==> config.mk <==
export PLATFORM = sky130hd
export DESIGN_NAME = simple_bus
export DESIGN_NICKNAME = d
export VERILOG_FILES = /design/src/rtl/simple_bus.sv
export SDC_FILE = /design/constraint.sdc
export NUM_CORES = 1
export LEC_CHECK = 0
export ABC_AREA = 0
export ABC_CLOCK_PERIOD_IN_PS = 1100
export CAP_MARGIN = 20
export CORE_AREA = 2 2 89 91
export CTS_CLUSTER_SIZE = 16
export DETAILED_ROUTE_END_ITERATION = 6
export DIE_AREA = 0 0 91 93
export GPL_TIMING_DRIVEN = 1
export PLACE_DENSITY = 0.81
export SYNTH_ARGS = -nofsm -noshare
export SYNTH_HDL_FRONTEND = slang
export SYNTH_SLANG_ARGS = --single-unit
export TNS_END_PERCENT = 20
==> constraint.sdc <==
create_clock -name clk -period 1.1 [get_ports clk]
set_input_delay 0.11 -clock clk [delete_from_list [all_inputs] [get_ports clk]]
set_output_delay 0.11 -clock clk [all_outputs]
set_load 0.05 [all_outputs]
==> src/rtl/simple_bus.sv <==
// Two-master / two-slave shared bus: request arbiter, address decoder and a
// registered read-data return path from the selected slave.
module simple_bus (
  input  logic        clk,
  input  logic        reset,
  input  logic        m0_req,
  input  logic        m0_wr,
  input  logic [7:0]  m0_address,
  input  logic [31:0] m0_dout,
  input  logic        m1_req,
  input  logic        m1_wr,
  input  logic [7:0]  m1_address,
  input  logic [31:0] m1_dout,
  input  logic [31:0] s0_dout,
  input  logic [31:0] s1_dout,
  output logic        m0_grant,
  output logic        m1_grant,
  output logic [31:0] m_din,
  output logic        s0_sel,
  output logic        s1_sel,
  output logic [7:0]  s_address,
  output logic        s_wr,
  output logic [31:0] s_din
);

  localparam int unsigned AddrW = 8;
  localparam int unsigned DataW = 32;
  localparam int unsigned SelW  = 2;

  typedef enum logic {
    M0_GRANT = 1'b0,
    M1_GRANT = 1'b1
  } state_e;

  state_e              state_q, state_d;
  logic [SelW-1:0]     sel_q, sel_d;

  // State and read-return select registers
  always_ff @(posedge clk) begin
    if (reset) begin
      state_q <= M0_GRANT;
      sel_q   <= '0;
    end else begin
      state_q <= state_d;
      sel_q   <= sel_d;
    end
  end

  // Owner keeps the bus until it drops req while the other master requests
  always_comb begin
    state_d = state_q;
    case (state_q)
      M0_GRANT: if (!m0_req && m1_req) state_d = M1_GRANT;
      M1_GRANT: if (!m1_req && m0_req) state_d = M0_GRANT;
      default:  state_d = M0_GRANT;
    endcase
  end

  // Grants, master mux, decoder and read-data select
  always_comb begin
    m0_grant  = 1'b0;
    m1_grant  = 1'b0;
    s_address = m0_address;
    s_wr      = m0_wr;
    s_din     = m0_dout;
    s0_sel    = 1'b0;
    s1_sel    = 1'b0;
    m_din     = '0;

    if (state_q == M1_GRANT) begin
      m1_grant  = 1'b1;
      s_address = m1_address;
      s_wr      = m1_wr;
      s_din     = m1_dout;
    end else begin
      m0_grant  = 1'b1;
    end

    // 0x00-0x1F slave 0, 0x20-0x3F slave 1, the rest unmapped
    if (s_address[AddrW-1:6] == '0) begin
      s0_sel = ~s_address[5];
      s1_sel =  s_address[5];
    end

    sel_d = {s0_sel, s1_sel};

    case (sel_q)
      2'b10:   m_din = s0_dout;
      2'b01:   m_din = s1_dout;
      default: m_din = DataW'(0);
    endcase
  end

endmodule

==> results.txt, run 1 <==
Layout Skew: 6.15 ps
Synth area leaders: mux2_2 41%, a22oi_1 22%, nor2_1 11%
Internal: 1.70 mW
Min-delay worst type: input port to flip-flop
Final instance area: 4910 um2
Count leader, synth: mux2_2
Sequential element share of the synthesized area: 5.45%
Dominant synthesized flop cell: dfxtp_1
Mapped Avg Cell Area: 7.92 um2
Hpwl dp: 6460 um
Comb pwr share: 83.7%
# IOs: 227
Switching share of power: 39.3%
Pin count of the biggest net entering global routing: 17
Gr usage total: 17.9%
Async set-reset flop share out of synthesis: 0%
Starting Density: 14.6%
Mapped Cells: 139
CP Class: flip-flop to primary output
Clk sinks: 3
Area post-placement: 4490 um2
Synth area leader: mux2_2
Synth-to-layout area growth: 346%
Min Tclk post-route: 1530 ps
Fmax: 656 MHz
Reg power frac: 4.6%
RSZ-0062 raised after global routing: yes
Critical path peak fanout: 7
Synth top area share: 40.9%
Vias: 2107
# H-tree levels: 1
Synth unique cells: 19
Pre-CTS WS: -457 ps
Initial DRT Pass Iterations: 2
Clk pin slew, worst setup/hold paths: 40 ps
PortBufs: 226
Multi-input gate area: 1510 um2
Violated checks: negative setup slack
Remaining Overflow, GRT: 0
DRC viols: 0
Mapped cell area: 1100 um2
Site Rows: 32
PD cells: 570 nW/um2
Final Setup Violations: 78
Total power: 2.80 mW
Vias per cell: 4.34
Final wirelength: 7800 um
Clk_lat worst skew: 220 ps
Fill cells: 572
Initial DRC Count: 12
Die Width: 91 um
Ant diodes: 0
Root Driver: clkbuf_8
Global-route wire length before repair: 12000 um
Vias in the first global route: 2392
Slew HR: 75.3%
Final Max Tran Viols: 0
Initial antenna violation count: 0
Worst setup SP type: flip-flop
Ratio of cells with drive above 1 in the final layout: 58.9%
Fin crit share: 139%
Max_cap viols: 0
Worst slew pin tran: 371 ps
Clk pwr share: 11.7%
Yosys warnings: 0
Core Footprint: 7530 um2
Syn Nets: 291
Critical Path RT: 990 ps
Gpl congestion: 0.683
WL/cell: 16.0 um
Die ar.: 8460 um2
Peak supply drop: 382 uV
Routed Antenna Nets: 0
Post-synth top cells: 40 x mux2_2, 33 x nor2_1, 32 x a22oi_1, 6 x buf_2, 5 x inv_1
Nets: 537
Pleak: 1.87 nW
Total CTS buffers: 3
Final worst slack: -425 ps
Critical Path AT: 1420 ps
Final Hold Fails: 0
Status: finished, violations left
Register bit total from synthesis: 3
P_sw: 1.10 mW
Register area: 66.3 um2
Worst setup EP type: primary output
Post-cts hold buffer count: 0
CTS tree: built
Post-synth EDFFs: 0
Max clock buf depth: 2
Die height: 93 um
[metal layers]
layer	up-vias	share of wire, %	GRT usage, %
li1	1003	-	-
met4	0	2.1	6.06
met2	138	59	37.4
met1	952	30	15.8
met5	-	0	0
met3	14	8.8	5.88
[timing repair]
action,in CTS,in global routing
resized for setup,52,4
gates cloned,1,0
endpoints found under the setup margin,78,79
buffers inserted,12,0
pin swaps,31,16
[final cells by class]
type                    count  area share, %
repair buffers            255           63.9
multi-input cells         116           30.8
well taps                 102           2.60
flip-flops and latches      3           1.35
clock buffers               4          0.917
inverters                   6          0.459
[state kept, by name (all words and copies together), names as in the netlist]
signal	flops
sel_q	2
state_q	1
[cells by family (layout without fill, tap and decap cells)]
kind of cell             after synthesis  after routing  share of synthesized area (%)
AO/OA/AOI/OAI                         35             35                           24.1
AND/OR/NAND/NOR                       38             38                           16.1
adder cells (fa/ha/maj)                3              3                           3.18
flip-flops                             3              3                           5.45
buffers and inverters                 20            265                           10.2
multiplexers                          40             40                           40.9
[path summary, 6_finish.rpt]
check	depth (start not counted)	slack, ps	from	end
worst min register to register	4	860	state_q	state_q
worst max register to register	4	-80	state_q	state_q
worst min-delay path	2	540	reset	sel_q[1]
worst max-delay path	5	-430	sel_q[0]	m_din[15]
[cells in the final DEF (no fill, tap or decap)]
master	n
a22o_4	2
a22oi_1	1
a22oi_2	31
and2b_1	1
buf_12	53
buf_16	2
buf_4	16
buf_6	31
buf_8	4
clkbuf_1	1
clkbuf_8	3
clkdlybuf4s50_1	149
dfxtp_2	2
dfxtp_4	1
ha_4	2
inv_1	3
inv_2	3
maj3_1	1
mux2_2	2
mux2_4	38
nand2_1	1
nor2_1	1
nor2_2	1
nor2_4	31
nor2b_4	1
nor3_2	1
nor3b_4	1
o21ai_4	1
[per-stage QoR]
stage	TNS (ps)	std cells	utilization, %	hold WS (ps)
floorplan	-10200	139	-	167
finish	-26410	486	65.2	536
global route	-29980	486	65.2	570
CTS	-27510	486	65.0	534
detailed placement	-17880	469	59.6	757
global placement	-16880	469	59.6	755
[power by group through the flow]
| stage | clock, mW | sequential, mW | combinational (mW) |
|---|---|---|---|
| floorplan | 0 | 0.127 | 1.03 |
| global placement | 0 | 0.129 | 2.23 |
| detailed placement | 0 | 0.129 | 2.27 |
| CTS | 0.335 | 0.128 | 2.36 |
| global route | 0.346 | 0.129 | 2.43 |
| finish | 0.328 | 0.128 | 2.34 |
[worst max-delay path, cell delays in order, from the launching register on]
cell and delay, ps:
dfxtp_2 350, inv_2 50, ha_4 360, buf_4 210, nor2_4 40, buf_4 190
No activity file was read; power rests on OpenSTA's default activity.
==> run 2: changes to the inputs <==
--- a/config.mk
+++ b/config.mk
@@ -12,7 +12,7 @@
 export CTS_CLUSTER_SIZE = 16
 export DETAILED_ROUTE_END_ITERATION = 6
 export DIE_AREA = 0 0 91 93
-export GPL_TIMING_DRIVEN = 1
+export GPL_TIMING_DRIVEN = 0
 export PLACE_DENSITY = 0.81
 export SYNTH_ARGS = -nofsm -noshare
 export SYNTH_HDL_FRONTEND = slang
==> run 2 against run 1 <==
The run still ends with negative setup slack left. First-iteration DRC count fell by 25%. Worst setup slack got worse by 6.6 ps. Die area did not move. Sequential power fell by 9%. Via count fell by 2.5%. Critical path type unchanged. Largest power group unchanged. Non-clock buffer count fell by 10. Worst hold slack got worse by 24 ps. Combinational power fell by 13%. Global-route usage fell by 1.3 points. Maximum frequency fell by 0.43%. Final area fell by 10%.
==> results.txt, run 2 (synthesis results as in run 1) <==
Critical Path RT: 990 ps (about the same)
Pin count of the biggest net entering global routing: 11 (was 17)
Vias: 2054 (was 2107)
Gpl congestion: 0.668 (was 0.683)
Initial DRT Pass Iterations: 2 (unchanged)
Nets: 527 (was 537)
Max clock buf depth: 2 (unchanged)
Clk sinks: 3 (unchanged)
Hpwl dp: 6190 um (was 6460 um)
Min-delay worst type: input port to flip-flop (unchanged)
Worst slew pin tran: 523 ps (was 371 ps)
P_sw: 1.04 mW (was 1.10 mW)
Root Driver: clkbuf_8 (unchanged)
Peak supply drop: 457 uV (was 382 uV)
Comb pwr share: 82.0% (was 83.7%)
Die ar.: 8460 um2 (unchanged)
Total Neg Setup Slack: -26970 ps (was -26410 ps)
Vias per cell: 4.32 (was 4.34)
Core Footprint: 7530 um2 (unchanged)
Routed Antenna Nets: 0 (unchanged)
Worst setup SP type: flip-flop (unchanged)
Reg2reg start: state_q (unchanged)
Final wirelength: 7270 um (was 7800 um)
Clk pin slew, worst setup/hold paths: 30 ps (was 40 ps)
Fin crit share: 139% (about the same)
WHS: 512 ps (was 536 ps)
Fmax: 653 MHz (was 656 MHz)
RSZ-0062 raised after global routing: yes (unchanged)
WL/cell: 15.3 um (was 16.0 um)
Slew HR: 65.3% (was 75.3%)
Clk pwr share: 13.4% (was 11.7%)
Layer with the highest usage: met2 (unchanged)
Worst setup EP type: primary output (unchanged)
Pleak: 1.68 nW (was 1.87 nW)
Final worst slack: -432 ps (was -425 ps)
PortBufs: 226 (unchanged)
Routing usage on met1: 15.2% (was 15.8%)
Reg2reg setup slack: -30 ps (was -80 ps)
Violated checks: negative setup slack (unchanged)
Remaining Overflow, GRT: 0 (unchanged)
Hold Path Stages: 2 (unchanged)
Max reg flops: 2 (unchanged)
# H-tree levels: 1 (unchanged)
Final Hold Fails: 0 (unchanged)
Critical Path AT: 1420 ps (about the same)
Min Tclk post-route: 1530 ps (about the same)
Total CTS buffers: 3 (unchanged)
Vias in the first global route: 2261 (was 2392)
Ant diodes: 0 (unchanged)
Met3 global-route usage: 4.67% (was 5.88%)
Largest reg by FF count: sel_q (unchanged)
Site Rows: 32 (unchanged)
Gr usage total: 16.6% (was 17.9%)
Global-route wire length before repair: 11400 um (was 12000 um)
Ratio of cells with drive above 1 in the final layout: 57.8% (was 58.9%)
Clk_lat worst skew: 220 ps (about the same)
Hold Path Sink: sel_q[0] (was sel_q[1])
Largest registers: sel_q (2), state_q (1) (unchanged)
CP Class: flip-flop to primary output (unchanged)
Commonest non-fill, non-tap cells in the layout: 149 x clkdlybuf4s50_1, 61 x buf_6, 38 x mux2_4, 31 x a22oi_2, 31 x nor2_4 (was 149 x clkdlybuf4s50_1, 53 x buf_12, 38 x mux2_4)
Internal: 1.44 mW (was 1.70 mW)
Layout Skew: 2.31 ps (was 6.15 ps)
Reg-to-Reg End: sel_q[1] (was state_q)
# IOs: 227 (unchanged)
Worst R2R Path Depth: 4 (unchanged)
DRC viols: 0 (unchanged)
Max_cap viols: 0 (unchanged)
HP Start: reset (unchanged)
Status: finished, violations left (unchanged)
CTS tree: built (unchanged)
Reg power frac: 4.7% (was 4.6%)
Die Width: 91 um (unchanged)
Starting Density: 14.6% (unchanged)
PD cells: 563 nW/um2 (was 570 nW/um2)
Die height: 93 um (unchanged)
Final core occ: 58.7% (was 65.2%)
Commonest non-fill, non-tap cell in the layout: clkdlybuf4s50_1 (unchanged)
Switching share of power: 42.0% (was 39.3%)
Initial DRC Count: 9 (was 12)
Final Setup Violations: 78 (unchanged)
Final Max Tran Viols: 0 (unchanged)
Fill cells: 668 (was 572)
Critical path peak fanout: 9 (was 7)
Met2 GRT Util: 35.5% (was 37.4%)
Synth-to-layout area growth: 302% (was 346%)
Initial antenna violation count: 0 (unchanged)
[run 2: changes by cell type in the layout (fill, tap and decap cells not counted), moves of 3 or more]
cell,delta
clkbuf_16,+3
buf_12,-48
buf_8,+6
buf_6,+30
[run 2: power groups by stage]
stage	combinational [mW]	clock, mW	sequential, mW
floorplan	1.03	0	0.127
global route	2.12	0.354	0.116
finish	2.04	0.333	0.116
detailed placement	1.91	0	0.120
global placement	1.89	0	0.120
CTS	2.04	0.339	0.116
[run 2: critical path, cell delays in order, from the launching register on]
cell	delay (ps)
dfxtp_4	350
buf_12	140
mux2_2	350
clkdlybuf4s15_2	360
[run 2: repair_timing]
action / in CTS / in global routing
hold buffers: 0 / 0
hold endpoints to repair: 0 / 0
buffers inserted: 2 / 0
pin swaps: 6 / 7
resized for setup: 538 / 14
endpoints found under the setup margin: 78 / 78
gates cloned: 3 / 0
[run 2: cell type report]
type                       count  area, um2  share of cell area (%)
buffer                        14        258                    5.83
tap                          102        128                    2.89
multi-input combinational    116       1520                    34.3
clock buffer                   4       45.0                    1.02
inverter                       6       22.5                   0.509
sequential                     3       71.3                    1.61
timing repair buffer         231       2380                    53.9
[run 2: routing by layer]
layer	wire length (um)	share of wire, %
met4	60	0.83
met3	642	8.8
met1	2170	30
met2	4390	60
met5	0	0
[run 2: worst max path at each step]
stage / from / end / slack, ps / cells after the start
finish: state_q / s_wr / -430 / 3
global route: sel_q[0] / m_din[9] / -470 / 5
CTS: sel_q[0] / m_din[19] / -460 / 6
detailed placement: sel_q[1] / m_din[6] / -890 / 6
global placement: sel_q[1] / m_din[6] / -860 / 6
floorplan: state_q / s_address[0] / -160 / 3
[run 2: stage by stage]
stage	setup slack (ps)	instances	power (mW)	instance area (um2)
floorplan	-156	139	1.16	1730
global placement	-857	467	2.01	4120
detailed placement	-888	467	2.03	4120
CTS	-460	476	2.50	4380
global route	-473	476	2.59	4420
finish	-432	476	2.49	4420
==> run 3: changes to the inputs <==
--- a/config.mk
+++ b/config.mk
@@ -6,7 +6,6 @@
 export NUM_CORES = 1
 export LEC_CHECK = 0
 export ABC_AREA = 0
-export ABC_CLOCK_PERIOD_IN_PS = 1100
 export CAP_MARGIN = 20
 export CORE_AREA = 2 2 89 91
 export CTS_CLUSTER_SIZE = 16
==> results of run 3 <==
Same layout as run 2: the final DEF is identical, and so are final timing and power.
